### src/rtl/mem_req_initiator.sv
// Single-outstanding RAM request/ack initiator: byte/half/word loads and stores, sub-word stores by read-modify-write.
// Optional ack timeout abort is built when MEMREQ_TIMEOUT_EN is defined.
module mem_req_initiator #(
   parameter int ADDR_W         = 32,
   parameter int TIMEOUT_CYCLES = 255
) (
   input  logic              clk,
   input  logic              reset,
   input  logic              cmdValid,
   output logic              cmdReady,
   input  logic              cmdWrite,
   input  logic [1:0]        cmdSize,
   input  logic              cmdSigned,
   input  logic [ADDR_W-1:0] cmdAddr,
   input  logic [31:0]       cmdData,
   output logic              rspValid,
   output logic [31:0]       rspData,
   output logic              rspErr,
   output logic [ADDR_W-1:0] ramAddress,
   output logic [31:0]       ramOut,
   output logic              readReq,
   output logic              writeReq,
   input  logic [31:0]       ramValue,
   input  logic              readAck,
   input  logic              writeAck,
   output logic [2:0]        fsm_state
);

   // cmd side: accepted on posedge with cmdValid & cmdReady, cmdReady only in IDLE.
   // ram side: one-cycle req pulse, address/data held until the matching ack; acks outside the wait state are dropped.
   localparam logic [2:0] IDLE    = 3'd0;
   localparam logic [2:0] RD_REQ  = 3'd1;
   localparam logic [2:0] RD_WAIT = 3'd2;
   localparam logic [2:0] MERGE   = 3'd3;
   localparam logic [2:0] WR_REQ  = 3'd4;
   localparam logic [2:0] WR_WAIT = 3'd5;
   localparam logic [2:0] DONE    = 3'd6;

   logic [2:0]  state;
   logic        c_write;
   logic        c_signed;
   logic [1:0]  c_size;
   logic [15:0] c_data;
   logic [31:0] rd_word;
   logic        err_q;
   logic        tmo_hit;

   function automatic logic [31:0] extend(input logic [31:0] v, input logic [1:0] sz, input logic sgn);
      case (sz)
         2'd0:    extend = {{24{sgn & v[7]}}, v[7:0]};
         2'd1:    extend = {{16{sgn & v[15]}}, v[15:0]};
         default: extend = v;
      endcase
   endfunction

   function automatic logic [31:0] merge(input logic [31:0] w, input logic [15:0] d, input logic [1:0] sz);
      case (sz)
         2'd0:    merge = {w[31:8], d[7:0]};
         default: merge = {w[31:16], d[15:0]};
      endcase
   endfunction

`ifdef MEMREQ_TIMEOUT_EN
   localparam int CNT_W = ($clog2(TIMEOUT_CYCLES + 1) > 8) ? $clog2(TIMEOUT_CYCLES + 1) : 8;
   logic [CNT_W-1:0] tmo_cnt;

   // Counts only while waiting without the expected ack, so it is zero on every wait entry.
   always_ff @(posedge clk) begin
      if (reset)
         tmo_cnt <= '0;
      else if ((state == RD_WAIT && !readAck) || (state == WR_WAIT && !writeAck))
         tmo_cnt <= tmo_cnt + CNT_W'(1);
      else
         tmo_cnt <= '0;
   end

   assign tmo_hit = (tmo_cnt == CNT_W'(TIMEOUT_CYCLES - 1));
`else
   localparam int unused_timeout = TIMEOUT_CYCLES;
   assign tmo_hit = 1'b0;
`endif

   assign cmdReady  = (state == IDLE) && !reset;
   assign readReq   = (state == RD_REQ);
   assign writeReq  = (state == WR_REQ);
   assign rspValid  = (state == DONE);
   assign rspErr    = rspValid && err_q;
   assign fsm_state = state;

   always_ff @(posedge clk) begin
      if (reset) begin
         state      <= IDLE;
         c_write    <= 1'b0;
         c_signed   <= 1'b0;
         c_size     <= 2'd0;
         c_data     <= '0;
         rd_word    <= '0;
         err_q      <= 1'b0;
         rspData    <= '0;
         ramAddress <= '0;
         ramOut     <= '0;
      end else begin
         case (state)
            IDLE: begin
               if (cmdValid) begin
                  c_write    <= cmdWrite;
                  c_signed   <= cmdSigned;
                  c_size     <= cmdSize;
                  c_data     <= cmdData[15:0];
                  ramAddress <= cmdAddr;
                  // Word (and reserved-size) stores skip the read; sub-word stores go through RMW.
                  if (cmdWrite && cmdSize[1]) begin
                     ramOut <= cmdData;
                     state  <= WR_REQ;
                  end else begin
                     state  <= RD_REQ;
                  end
               end
            end
            RD_REQ: state <= RD_WAIT;
            RD_WAIT: begin
               if (readAck) begin
                  rd_word <= ramValue;
                  if (c_write) begin
                     state <= MERGE;
                  end else begin
                     rspData <= extend(ramValue, c_size, c_signed);
                     err_q   <= 1'b0;
                     state   <= DONE;
                  end
               end else if (tmo_hit) begin
                  rspData <= '0;
                  err_q   <= 1'b1;
                  state   <= DONE;
               end
            end
            MERGE: begin
               ramOut <= merge(rd_word, c_data, c_size);
               state  <= WR_REQ;
            end
            WR_REQ: state <= WR_WAIT;
            WR_WAIT: begin
               if (writeAck) begin
                  rspData <= '0;
                  err_q   <= 1'b0;
                  state   <= DONE;
               end else if (tmo_hit) begin
                  rspData <= '0;
                  err_q   <= 1'b1;
                  state   <= DONE;
               end
            end
            DONE:    state <= IDLE;
            default: state <= IDLE;
         endcase
      end
   end

endmodule

### config.mk
export PLATFORM = sky130hd
export DESIGN_NAME = mem_req_initiator
export DESIGN_NICKNAME = d
export VERILOG_FILES = /design/src/rtl/mem_req_initiator.sv
export SDC_FILE = /design/constraint.sdc
export NUM_CORES = 1
export LEC_CHECK = 0
export BUFFER_PORTS_ARGS = -buffer_cell sky130_fd_sc_hd__buf_2
export CORE_ASPECT_RATIO = 0.7
export CORE_MARGIN = 2
export CORE_UTILIZATION = 53
export DETAILED_ROUTE_END_ITERATION = 12
export PLACE_DENSITY = 0.95
export SETUP_SLACK_MARGIN = 0.1
export SLEW_MARGIN = 40
export SYNTH_ARGS = -nofsm -noshare
export SYNTH_HDL_FRONTEND = slang
export SYNTH_SLANG_ARGS = --single-unit
### constraint.sdc
create_clock -name clk -period 3.8 [get_ports clk]
set_clock_uncertainty 0.1 [all_clocks]
set_input_delay 0.38 -clock clk [delete_from_list [all_inputs] [get_ports clk]]
set_output_delay 0.38 -clock clk [all_outputs]
set_load 0.03 [all_outputs]
Word level (Yosys, flattened, before mapping) --
Cells that the tools add are included.
Word-level totals: register bits 152, output and inout bits 104, word-level logic and storage cells 56, input port bits 105
Operators by class: mux-type cells 19, reductions and logical operators 13, bitwise operators 2, equality and inequality tests 12
Operators by type and width (count):
- 32-bit case mux with 2 select lines | 3
- 32-bit two-way mux | 5
- 3-bit case mux with 6 select lines | 1
- 16-bit two-way mux | 1
- 3-bit two-way mux | 5
- 3-bit equality test, second input constant | 3
- 2-bit inequality test, second input constant | 4
- 3-bit by 2-bit equality test with 1-bit output, second input constant | 2
- 3-bit AND reduction | 2
- 2-bit AND reduction | 2
- 4-bit AND reduction | 1
- 2-bit nonzero test | 2
- 3-bit by 1-bit equality test with 1-bit output, second input constant | 1
- 1-bit logical AND | 3
- 3-bit zero test | 1
- 1-bit two-way mux | 3
- 1-bit AND | 2
- 2-bit by 1-bit equality test with 1-bit output, second input constant | 1
- 2-bit zero test | 1
- 2-bit by 1-bit inequality test with 1-bit output, second input constant | 1
- 1-bit case mux with 2 select lines | 1
- 1-bit zero test | 1

Depth between registers and ports, before layout --
Gate-level depths: netlist (run 1).
depth after elaboration 5, mapped depth 7, mapped depth without buffers 4

Worst setup path before layout (run 1) --
OpenSTA, ideal clock, no wires.
path kind input-to-output, from in reset, to out cmdReady, buffers on the path 2, arrival time 1.666 ns, cell stages on the path 3, setup slack 1.654 ns, required time 3.320 ns, cell sequence clkbuf_1 > clkbuf_1 > nor4_1
Between the ends: cells in the longest elaborated chain, start to end 2
Ends and longest elaborated chain:
- start, declared | line 8 | input logic reset,
- 1-bit zero test | line 83 | assign cmdReady = (state == IDLE) && !reset;
- 1-bit logical AND | line 83
- end, declared | line 10 | output logic cmdReady,
Every way passes these cells.

Worst setup path after layout (run 1) --
from reg state[1], in the netlist fsm_state[1], to reg ramOut[8]
Between the ends: cells in the longest elaborated chain, start to end 3, elaborated cells on any way between the ends 7, those cells by class eq/ne (3); mux (1); reduce/logical (3)
Ends and longest elaborated chain:
- start, declared | line 39 | logic [2:0] state;
- start signal, assigned | line 92 | state <= IDLE;
- start signal, assigned | line 114 | state <= WR_REQ;
- start signal, assigned | line 116 | state <= RD_REQ;
- 3-bit zero test or 3-bit by 2-bit equality test with 1-bit output (tied branches) | line 103 | case (state)
- 2-bit by 1-bit inequality test with 1-bit output (no line) (tied with other cells)
- 3-bit AND reduction (no line)
- end signal, assigned | line 113 | ramOut <= cmdData;
- end signal, assigned | line 138 | ramOut <= merge(rd_word, c_data, c_size);
- end, declared | line 20 | output logic [31:0] ramOut,
Parallel ways exist; a longest one is shown, timed or not. A chain may end at the register's enable or synchronous reset.

==> results of run 1 <==
-- layout make-up --
type                    instances  share of cell area
flip-flops and latches        143               0.391
multi-input cells             519               0.361
repair buffers                212               0.148
clock buffers                  17              0.0581
well taps                     132              0.0226
clock inverters                15              0.0178
inverters                       3             0.00154
-- final timing paths --
kind	startpoint	slack, ns	end	depth (start not counted)
max reg2reg	fsm_state[1]	1.28	ramOut[8]	4
min	cmdAddr[13]	0.1	ramAddress[13]	3
min reg2reg	rspData[31]	0.35	rspData[31]	2
max	fsm_state[1]	1.28	ramOut[8]	4
-- cell families (layout without fill, tap and decap cells) --
kind of cell,after synthesis,in the layout,synth area share
other,1,1,0.000651
DFF,143,143,0.497
AOI/OAI and AO/OA,184,184,0.198
xor gates and xnor gates,1,1,0.00152
buffers and inverters,68,247,0.0530
muxes,8,8,0.0139
and+or+nand+nor,325,325,0.236
-- layout by cell type, fill, tap and decap left out, types with 8 or more instances in the layout --
cell	synthesis	final
a21o_1	16	16
nor2_1	35	35
mux2i_1	8	8
buf_2	25	206
or3_1	10	10
a311oi_1	24	24
clkbuf_16	0	17
a21oi_1	117	117
nand3_1	9	8
nand2_1	235	233
dfxtp_1	143	143
nand4_1	16	16
a2111oi_0	8	8
-- per-stage QoR --
step | std cells | cell area, µm² | worst slack (ns)
final | 1041 | 7320 | 1.28
after global routing | 1041 | 7320 | 1.11
after CTS | 1041 | 7300 | 1.15
after detailed placement | 1009 | 6750 | 1.20
after global placement | 1009 | 6720 | 1.36
after floorplan | 730 | 5760 | 1.65
-- report_power, final --
part / switching (µW) / internal, µW / total [µW] / leakage, µW
clock network: 690 / 855 / 1550 / 0.000264
logic: 1190 / 515 / 1710 / 0.00180
registers: 194 / 1760 / 1950 / 0.00116
total: 2080 / 3130 / 5210 / 0.00323
-- flip-flops by register name, indices dropped and copies added, names as in the netlist --
signal and count:
c_data 16, ramAddress 32, c_size 2, rd_word 24
c_write 1, c_signed 1, ramOut 32, fsm_state 3
rspData 32
-- layer usage --
layer | global-route usage | vias up
met1 | 0.344 | 2641
met3 | 0.0701 | 28
met4 | 0.103 | 0
li1 | - | 2820
met5 | 0 | -
met2 | 0.438 | 242
-- critical path, delay by kind of cell (launching register included) --
| kind | cells | cell delay [ns] |
|---|---|---|
| compound gates | 3 | 1.07 |
| simple gates | 1 | 0.62 |
| flops | 1 | 0.67 |
==> results.json, run 1 <==
{
  "multi_input_area_mm2": 0.00264,
  "netlist_area_mm2": 0.00576,
  "status": "finished clean",
  "crit_type": "register to register",
  "slew_violations": 0,
  "ctsHtreeMaxLevel": 4,
  "synth_area_leaders": "dfxtp_1, nand2_1, a21oi_1, a311oi_1, clkbuf_1",
  "die_area_mm2": 0.0117,
  "vias_per_cell": 5.51,
  "yosysSeqAreaShare": 0.497,
  "ys_warn_count": 0,
  "synth_edf_count": 0,
  "num_antenna_cells": 0,
  "coreArea_mm2": 0.0105,
  "start_kind": "register",
  "tightest_slew_ns": 0.762,
  "drtAntennaViolNets": 0,
  "clk_pin_slew_ns": 0.06,
  "overflow": 0,
  "required_ns": 4.06,
  "grt_pass1_wl_um": 25100,
  "antenna_found_initial": 0,
  "initial_core_util": 0.550,
  "grt_max_degree": 94,
  "power_uw": 5210,
  "cts_tree": "yes",
  "final_util": 0.699,
  "hold_path_class": "input pin to register",
  "wl_per_cell_um": 15.4,
  "synth_area_per_cell_um2": 7.89,
  "synthDistinctLibCells": 41,
  "drive_gt1_frac": 0.288,
  "hold_buffers": 0,
  "clkLatencyLatePin_ns": 0.41,
  "met1_length_um": 6920,
  "synth_ff_type": "dfxtp_1",
  "drc": 0,
  "slowest_delay_ns": 0.67,
  "cts-root-buf": "clkbuf_16",
  "ys_ff_latch": 143,
  "gpl.final_weighted_congestion": 0.855,
  "rsz0062_at_grt": "no",
  "dp_hpwl_um": 11000,
  "postSynth.asyncResetShare": 0,
  "cts_buffer_depth": 2,
  "syn2layout_area_growth_pct": 26.9,
  "wl_met2_um": 7430,
  "slew_headroom": 0.485,
  "synthTopCellsByCount": "nand2_1, dfxtp_1, a21oi_1",
  "dieHeight_um": 91.2,
  "p_leak_uw": 0.00323,
  "wl_um": 16000,
  "path_cells": "and3b_1, a31oi_2, a2111oi_0, a31o_2",
  "portBuffers": 207,
  "peakVddDrop_uv": 539,
  "grt.total_usage": 0.269,
  "layout.nets": 1001,
  "fin_setup_tns_ns": 0,
  "vias": 5731,
  "timing.hold.ws_ns": 0.0979,
  "crit_slowest_cell": "dfxtp_1",
  "critical_path.max_fanout": 19,
  "period_needed_ns": 2.52,
  "post-cts-setup-buffer-count": 0,
  "clock-sinks": 143,
  "die_w_um": 129,
  "rows": 31,
  "nFillCells": 863,
  "post-route-period-util": 0.664,
  "hold_viol": 0,
  "first_pass_iters": 5,
  "yosys.area.top_type_share": 0.497,
  "regArea_mm2": 0.00286,
  "wl_met3_um": 1320,
  "first_iter_violations": 438,
  "cp.arrival_ns": 2.78,
  "cts_inserted_buffers": 17,
  "cts_resized": 0,
  "clock.fmax_mhz": 396,
  "drv_cap": 0,
  "setup_viol": 0,
  "synth.most_common_cell": "nand2_1",
  "yosysTopAreaCell": "dfxtp_1",
  "synthesis.nets": 835,
  "power_density_mw_per_mm2": 711,
  "synthCells": 730,
  "end_kind": "register",
  "routed.top_layer": "met4",
  "pin_count": 209,
  "grt_pass1_vias": 5260
}
Power figures use the tool's default switching activity.
==> inputs of run 2 (changes only) <==
--- a/config.mk
+++ b/config.mk
@@ -8,9 +8,9 @@
 export BUFFER_PORTS_ARGS = -buffer_cell sky130_fd_sc_hd__buf_2
 export CORE_ASPECT_RATIO = 0.7
 export CORE_MARGIN = 2
-export CORE_UTILIZATION = 53
+export CORE_UTILIZATION = 45
 export DETAILED_ROUTE_END_ITERATION = 12
-export PLACE_DENSITY = 0.95
+export PLACE_DENSITY = 0.88
 export SETUP_SLACK_MARGIN = 0.1
 export SLEW_MARGIN = 40
 export SYNTH_ARGS = -nofsm -noshare
==> constraint.sdc (replaced) <==
create_clock -name clk -period 2.1 [get_ports clk]
set_clock_uncertainty 0.1 [all_clocks]
set_input_delay 0.21 -clock clk [delete_from_list [all_inputs] [get_ports clk]]
set_output_delay 0.21 -clock clk [all_outputs]
set_load 0.03 [all_outputs]
==> run 2 against run 1 <==
Compared with the run above: total power increased by 93%; non-clock buffer count up 117; clock power is 96% higher; critical endpoint is now rspValid; critical path type is now register to output pin; sequential power is 77% higher; sequential share of layout area decreased by 5.6 points; global-route usage grew 1.1 points.
==> results.json, run 2 (same netlist as run 1, synthesis figures left out) <==
{
  "num_antenna_cells": 0,
  "hp-start": "writeAck",
  "placed_area_mm2": 0.00693,
  "clkPwrFrac": 0.302,
  "coreArea_mm2": 0.0125,
  "setup_viol": 0,
  "end_kind": "output pin",
  "first_pass_iters": 5,
  "required_ns": 1.79,
  "p_comb_frac": 0.354,
  "p_sw_uw": 3810,
  "grt_pass1_vias": 6137,
  "path_cells": "buf_4, inv_1, nor3_1, buf_2",
  "final_common_cell": "nand2_1",
  "drtAntennaViolNets": 0,
  "drive_gt1_frac": 0.268,
  "die_w_um": 139,
  "crit_type": "register to output pin",
  "power_density_mw_per_mm2": 1180,
  "r2r_setup_slack_ns": 0.24,
  "first_iter_violations": 398,
  "drc": 0,
  "p_leak_uw": 0.00376,
  "reg2reg_to": "ramOut[11]",
  "overflow": 0,
  "timing.final.ws_setup_ns": 0.182,
  "crit_family": "buffers and inverters",
  "reg2reg_depth": 5,
  "grt.total_usage": 0.280,
  "hold_viol": 0,
  "rows": 34,
  "crit_slowest_cell": "dfxtp_1",
  "seqPwrFrac": 0.344,
  "die_area_mm2": 0.0137,
  "vias": 6309,
  "hold_depth": 3,
  "rsz0062_at_grt": "yes",
  "cts_buffer_depth": 2,
  "cts-root-buf": "clkbuf_16",
  "clkLatencyLatePin_ns": 0.41,
  "post-route-period-util": 0.913,
  "antenna_found_initial": 0,
  "rr_startpoint": "fsm_state[0]",
  "grt_max_degree": 73,
  "wl_per_cell_um": 16.3,
  "initial_core_util": 0.462,
  "swShare": 0.379,
  "drv_cap": 0,
  "critical_path.max_fanout": 11,
  "slew_violations": 0,
  "clock.fmax_mhz": 521,
  "grt_pass1_wl_um": 30900,
  "hold_path_class": "input pin to register",
  "p_int_uw": 6240,
  "peakVddDrop_uv": 1420,
  "stdcell_area_mm2": 0.00854,
  "period_needed_ns": 1.92,
  "cts_inserted_buffers": 17,
  "post-cts-setup-buffer-count": 0,
  "clock-sinks": 143,
  "final_cell_mix": "nand2_1, buf_2, dfxtp_1",
  "slew_headroom": 0.590,
  "ctsHtreeMaxLevel": 4,
  "start_kind": "register",
  "dp_hpwl_um": 11300,
  "clk_pin_slew_ns": 0.06,
  "cts_tree": "yes",
  "fin_setup_tns_ns": 0,
  "pin_count": 209,
  "worst-path-buf-inv": 3,
  "reg_top3": "ramAddress (32), ramOut (32), rspData (32)",
  "gpl.final_weighted_congestion": 0.842,
  "status": "finished clean",
  "wl_um": 19300,
  "vias_per_cell": 5.31,
  "slowest_delay_ns": 0.37,
  "cp.arrival_ns": 1.61,
  "dp_worst_setup_slack_ns": 0.269,
  "whs_endpoint": "fsm_state[1]",
  "syn2layout_area_growth_pct": 48.2,
  "dieHeight_um": 98.7,
  "portBuffers": 207,
  "tightest_slew_ns": 0.615,
  "layout.nets": 1118
}
==> run 2: tightest hold or removal path: stages <==
cell,delay (ns)
buf_2,0.11
a22oi_1,0.08
nor2_1,0.09
==> run 2: what timing repair did <==
action / CTS / global route
gates resized for setup: 0 / 3
endpoints found under the hold margin: 108 / 0
hold buffers: 100 / 0
setup endpoints to repair: 0 / 5
==> run 2: layout make-up <==
class | instances | area, µm²
Fill cell | 960 | 3920
Sequential cell | 143 | 2860
Inverter | 3 | 11.3
Multi-Input combinational cell | 519 | 2610
Tap cell | 162 | 203
Clock buffer | 20 | 467
Timing Repair Buffer | 329 | 2260
Clock inverter | 12 | 134
==> run 2: per-stage QoR <==
step	total power (µW)	std cells	util	hold WS, ns
after floorplan	5840	730	-	0.246
after global routing	10600	1188	0.685	0.0260
final	10000	1188	0.685	0.0119
after detailed placement	6820	1056	0.556	0.342
after CTS	10000	1188	0.685	0.00539
after global placement	6750	1056	0.556	0.334
==> run 2: power groups by stage <==
stage | Sequential, µW | Combinational (µW) | Clock (µW)
detailed placement | 3490 | 3330 | 0
global placement | 3480 | 3270 | 0
CTS | 3440 | 3490 | 3070
floorplan | 4100 | 1730 | 0
global route | 3510 | 3850 | 3210
finish | 3450 | 3560 | 3040
==> run 2: worst max path at each step <==
stage | to | depth (start not counted) | slack [ns] | from
after floorplan | cmdReady | 2 | 0.15 | fsm_state[0]
after global placement | rspData[0] | 5 | 0.36 | fsm_state[0]
final | rspValid | 4 | 0.18 | fsm_state[2]
after CTS | ramOut[11] | 5 | 0.15 | fsm_state[0]
after detailed placement | rspData[28] | 5 | 0.27 | fsm_state[0]
after global routing | ramOut[11] | 5 | 0.08 | fsm_state[0]
==> run 2: routing by layer <==
metal / up-vias / part of all wire / global-route usage
met1: 2917 / 0.40 / 0.334
met4: 0 / 0.019 / 0.0901
met5: - / 0 / 0
met3: 29 / 0.088 / 0.0870
met2: 305 / 0.49 / 0.485
li1: 3058 / - / -
==> inputs of run 3 (changes only) <==
--- a/config.mk
+++ b/config.mk
@@ -6,11 +6,14 @@
 export NUM_CORES = 1
 export LEC_CHECK = 0
 export BUFFER_PORTS_ARGS = -buffer_cell sky130_fd_sc_hd__buf_2
+export CELL_PAD_IN_SITES_DETAIL_PLACEMENT = 2
+export CELL_PAD_IN_SITES_GLOBAL_PLACEMENT = 2
 export CORE_ASPECT_RATIO = 0.7
 export CORE_MARGIN = 2
-export CORE_UTILIZATION = 45
+export CORE_UTILIZATION = 27
 export DETAILED_ROUTE_END_ITERATION = 12
-export PLACE_DENSITY = 0.88
+export PLACE_DENSITY = 0.9
+export REMOVE_ABC_BUFFERS = 1
 export SETUP_SLACK_MARGIN = 0.1
 export SLEW_MARGIN = 40
 export SYNTH_ARGS = -nofsm -noshare
==> constraint.sdc (replaced) <==
create_clock -name clk -period 1.95 [get_ports clk]
set_clock_uncertainty 0.1 [all_clocks]
set_input_delay 0.195 -clock clk [delete_from_list [all_inputs] [get_ports clk]]
set_output_delay 0.195 -clock clk [all_outputs]
set_load 0.03 [all_outputs]
==> run 3 against run 2 <==
Compared with the run above: combinational power rose by 28%; sequential power rose by 10%; core utilization fell by 25 points; critical path depth rose by 2; hold slack improved by 0.054 ns; largest power group unchanged; die area rose by 64%; worst setup slack got worse by 0.12 ns; critical endpoint is now ramOut[11]; clock power rose by 24%; non-clock buffer count rose by 12.
==> results.json, run 3 (same netlist as run 1, synthesis figures left out) <==
{
  "gpl.final_weighted_congestion": 0.793,
  "layout.nets": 1130,
  "final_common_cell": "nand2_1",
  "start_kind": "register",
  "hold_viol": 0,
  "nFillCells": 2321,
  "tightest_slew_ns": 0.465,
  "antenna_found_initial": 2,
  "clkPwrFrac": 0.311,
  "drtAntennaViolNets": 0,
  "seqPwrFrac": 0.313,
  "vias": 6680,
  "grt_pass1_vias": 7539,
  "p_sw_uw": 4710,
  "reg2reg_depth": 6,
  "grt.total_usage": 0.242,
  "initial_core_util": 0.277,
  "post-route-period-util": 0.967,
  "coreArea_mm2": 0.0208,
  "drive_gt1_frac": 0.293,
  "die_w_um": 179,
  "final_cell_mix": "nand2_1, buf_2, dfxtp_1",
  "cp-startpoint": "fsm_state[2]",
  "dieHeight_um": 126,
  "use_met2": 0.445,
  "status": "finished clean",
  "cts-root-buf": "clkbuf_16",
  "crit_cells": 6,
  "rr_startpoint": "fsm_state[2]",
  "period_needed_ns": 1.89,
  "rows": 44,
  "swShare": 0.388,
  "drc": 0,
  "setup_viol": 0,
  "die_area_mm2": 0.0225,
  "grt_max_degree": 49,
  "dp_hpwl_um": 16000,
  "p_int_uw": 7420,
  "cts_buffer_depth": 2,
  "timing.hold.ws_ns": 0.0655,
  "stdcell_count": 1315,
  "drv_cap": 0,
  "p_leak_uw": 0.00391,
  "top_usage_layer": "met2",
  "wl_um": 28200,
  "cp.arrival_ns": 2.14,
  "slowest_delay_ns": 0.45,
  "crit_type": "register to register",
  "vias_per_cell": 5.08,
  "rsz0062_at_grt": "yes",
  "peakVddDrop_uv": 620,
  "hold_path_class": "input pin to register",
  "crit_end": "ramOut[11]",
  "use_met1": 0.279,
  "syn2layout_area_growth_pct": 57.3,
  "overflow": 0,
  "clock.fmax_mhz": 530,
  "crit_family": "compound AO/OA/AOI/OAI gates",
  "clk_pin_slew_ns": 0.07,
  "worst-path-buf-inv": 2,
  "first_pass_iters": 4,
  "portBuffers": 207,
  "critical_path.max_fanout": 15,
  "crit_path_frequent_cell": "buf_6",
  "ctsHtreeMaxLevel": 4,
  "wl_per_cell_um": 21.4,
  "dp_worst_setup_slack_ns": -0.0490,
  "final_util": 0.436,
  "reg_top3": "ramAddress (32), ramOut (32), rspData (32)",
  "end_kind": "register",
  "slew_headroom": 0.682,
  "reg2reg_to": "ramOut[11]",
  "cts_tree": "yes",
  "required_ns": 2.21,
  "cts_inserted_buffers": 17,
  "dp_cells": 1177,
  "timing.final.ws_setup_ns": 0.0645,
  "placed_area_mm2": 0.00719,
  "p_comb_frac": 0.376,
  "path_cells": "buf_6, nor2_1, a31oi_2, buf_6, a2111oi_0, a31o_2",
  "grt_pass1_wl_um": 41700,
  "stdcell_area_mm2": 0.00906,
  "r2r_setup_slack_ns": 0.06,
  "crit_slowest_cell": "a2111oi_0",
  "clkLatencyLatePin_ns": 0.42,
  "power_density_mw_per_mm2": 1340,
  "clock-sinks": 143,
  "grt_use_met3": 0.0507,
  "pin_count": 209,
  "first_iter_violations": 302,
  "slew_violations": 0
}
==> run 3: layout make-up <==
cell class / instances / area (µm²) / share of cell area
antenna: 1 / 2.50 / 0.000276
clock buffer: 18 / 429 / 0.0473
clock inverter: 14 / 236 / 0.0261
inverter: 3 / 15.0 / 0.00166
multi-input combinational: 519 / 2710 / 0.299
sequential: 143 / 2870 / 0.317
tap: 276 / 345 / 0.0381
timing repair buffer: 341 / 2450 / 0.271
==> run 3: per-stage QoR <==
| stage | TNS, ns | total power [µW] |
|---|---|---|
| 2_1_floorplan | -67.94 | 6040 |
| 3_3_place_gp | 0 | 7600 |
| 3_5_place_dp | -0.0660 | 7790 |
| 4_1_cts | 0 | 11800 |
| 5_1_grt | 0 | 12700 |
| 6_report | 0 | 12100 |
==> run 3: worst min path at each step <==
| stage | startpoint | to | depth (start not counted) |
|---|---|---|---|
| finish | ramValue[12] | rd_word[12] | 3 |
| global route | ramValue[12] | rd_word[12] | 3 |
| CTS | ramValue[12] | rd_word[12] | 3 |
| detailed placement | rspData[7] | rspData[7] | 2 |
| global placement | cmdAddr[24] | ramAddress[24] | 3 |
| floorplan | reset | c_data[0] | 1 |
==> run 3: what timing repair did <==
action | in CTS | in global routing
gates resized for setup | 16 | 26
hold endpoints to repair | 109 | 0
endpoints found under the setup margin | 53 | 69
buffers inserted | 0 | 4
gates cloned | 0 | 1
hold buffers | 100 | 0
pin swaps | 0 | 3
==> run 3: layer usage <==
layer / up-vias / part of all wire
met1: 3334 / 0.42
met5: - / 0.00021
met2: 213 / 0.51
li1: 3087 / -
met4: 2 / 0.021
met3: 44 / 0.049
==> run 3: worst reg2reg max path: stages, from the launching register on <==
cell and delay [ns]:
dfxtp_4 0.37, buf_6 0.13, nor2_1 0.23, a31oi_2 0.18, buf_6 0.19, a2111oi_0 0.45
a31o_2 0.18
==> run 3: power by group through the flow <==
stage	Sequential [µW]	Combinational, µW	Clock (µW)
final	3800	4560	3770
after detailed placement	3800	3990	0
after floorplan	4490	1550	0
after global routing	3850	4900	3970
after CTS	3760	4230	3830
after global placement	3760	3840	0
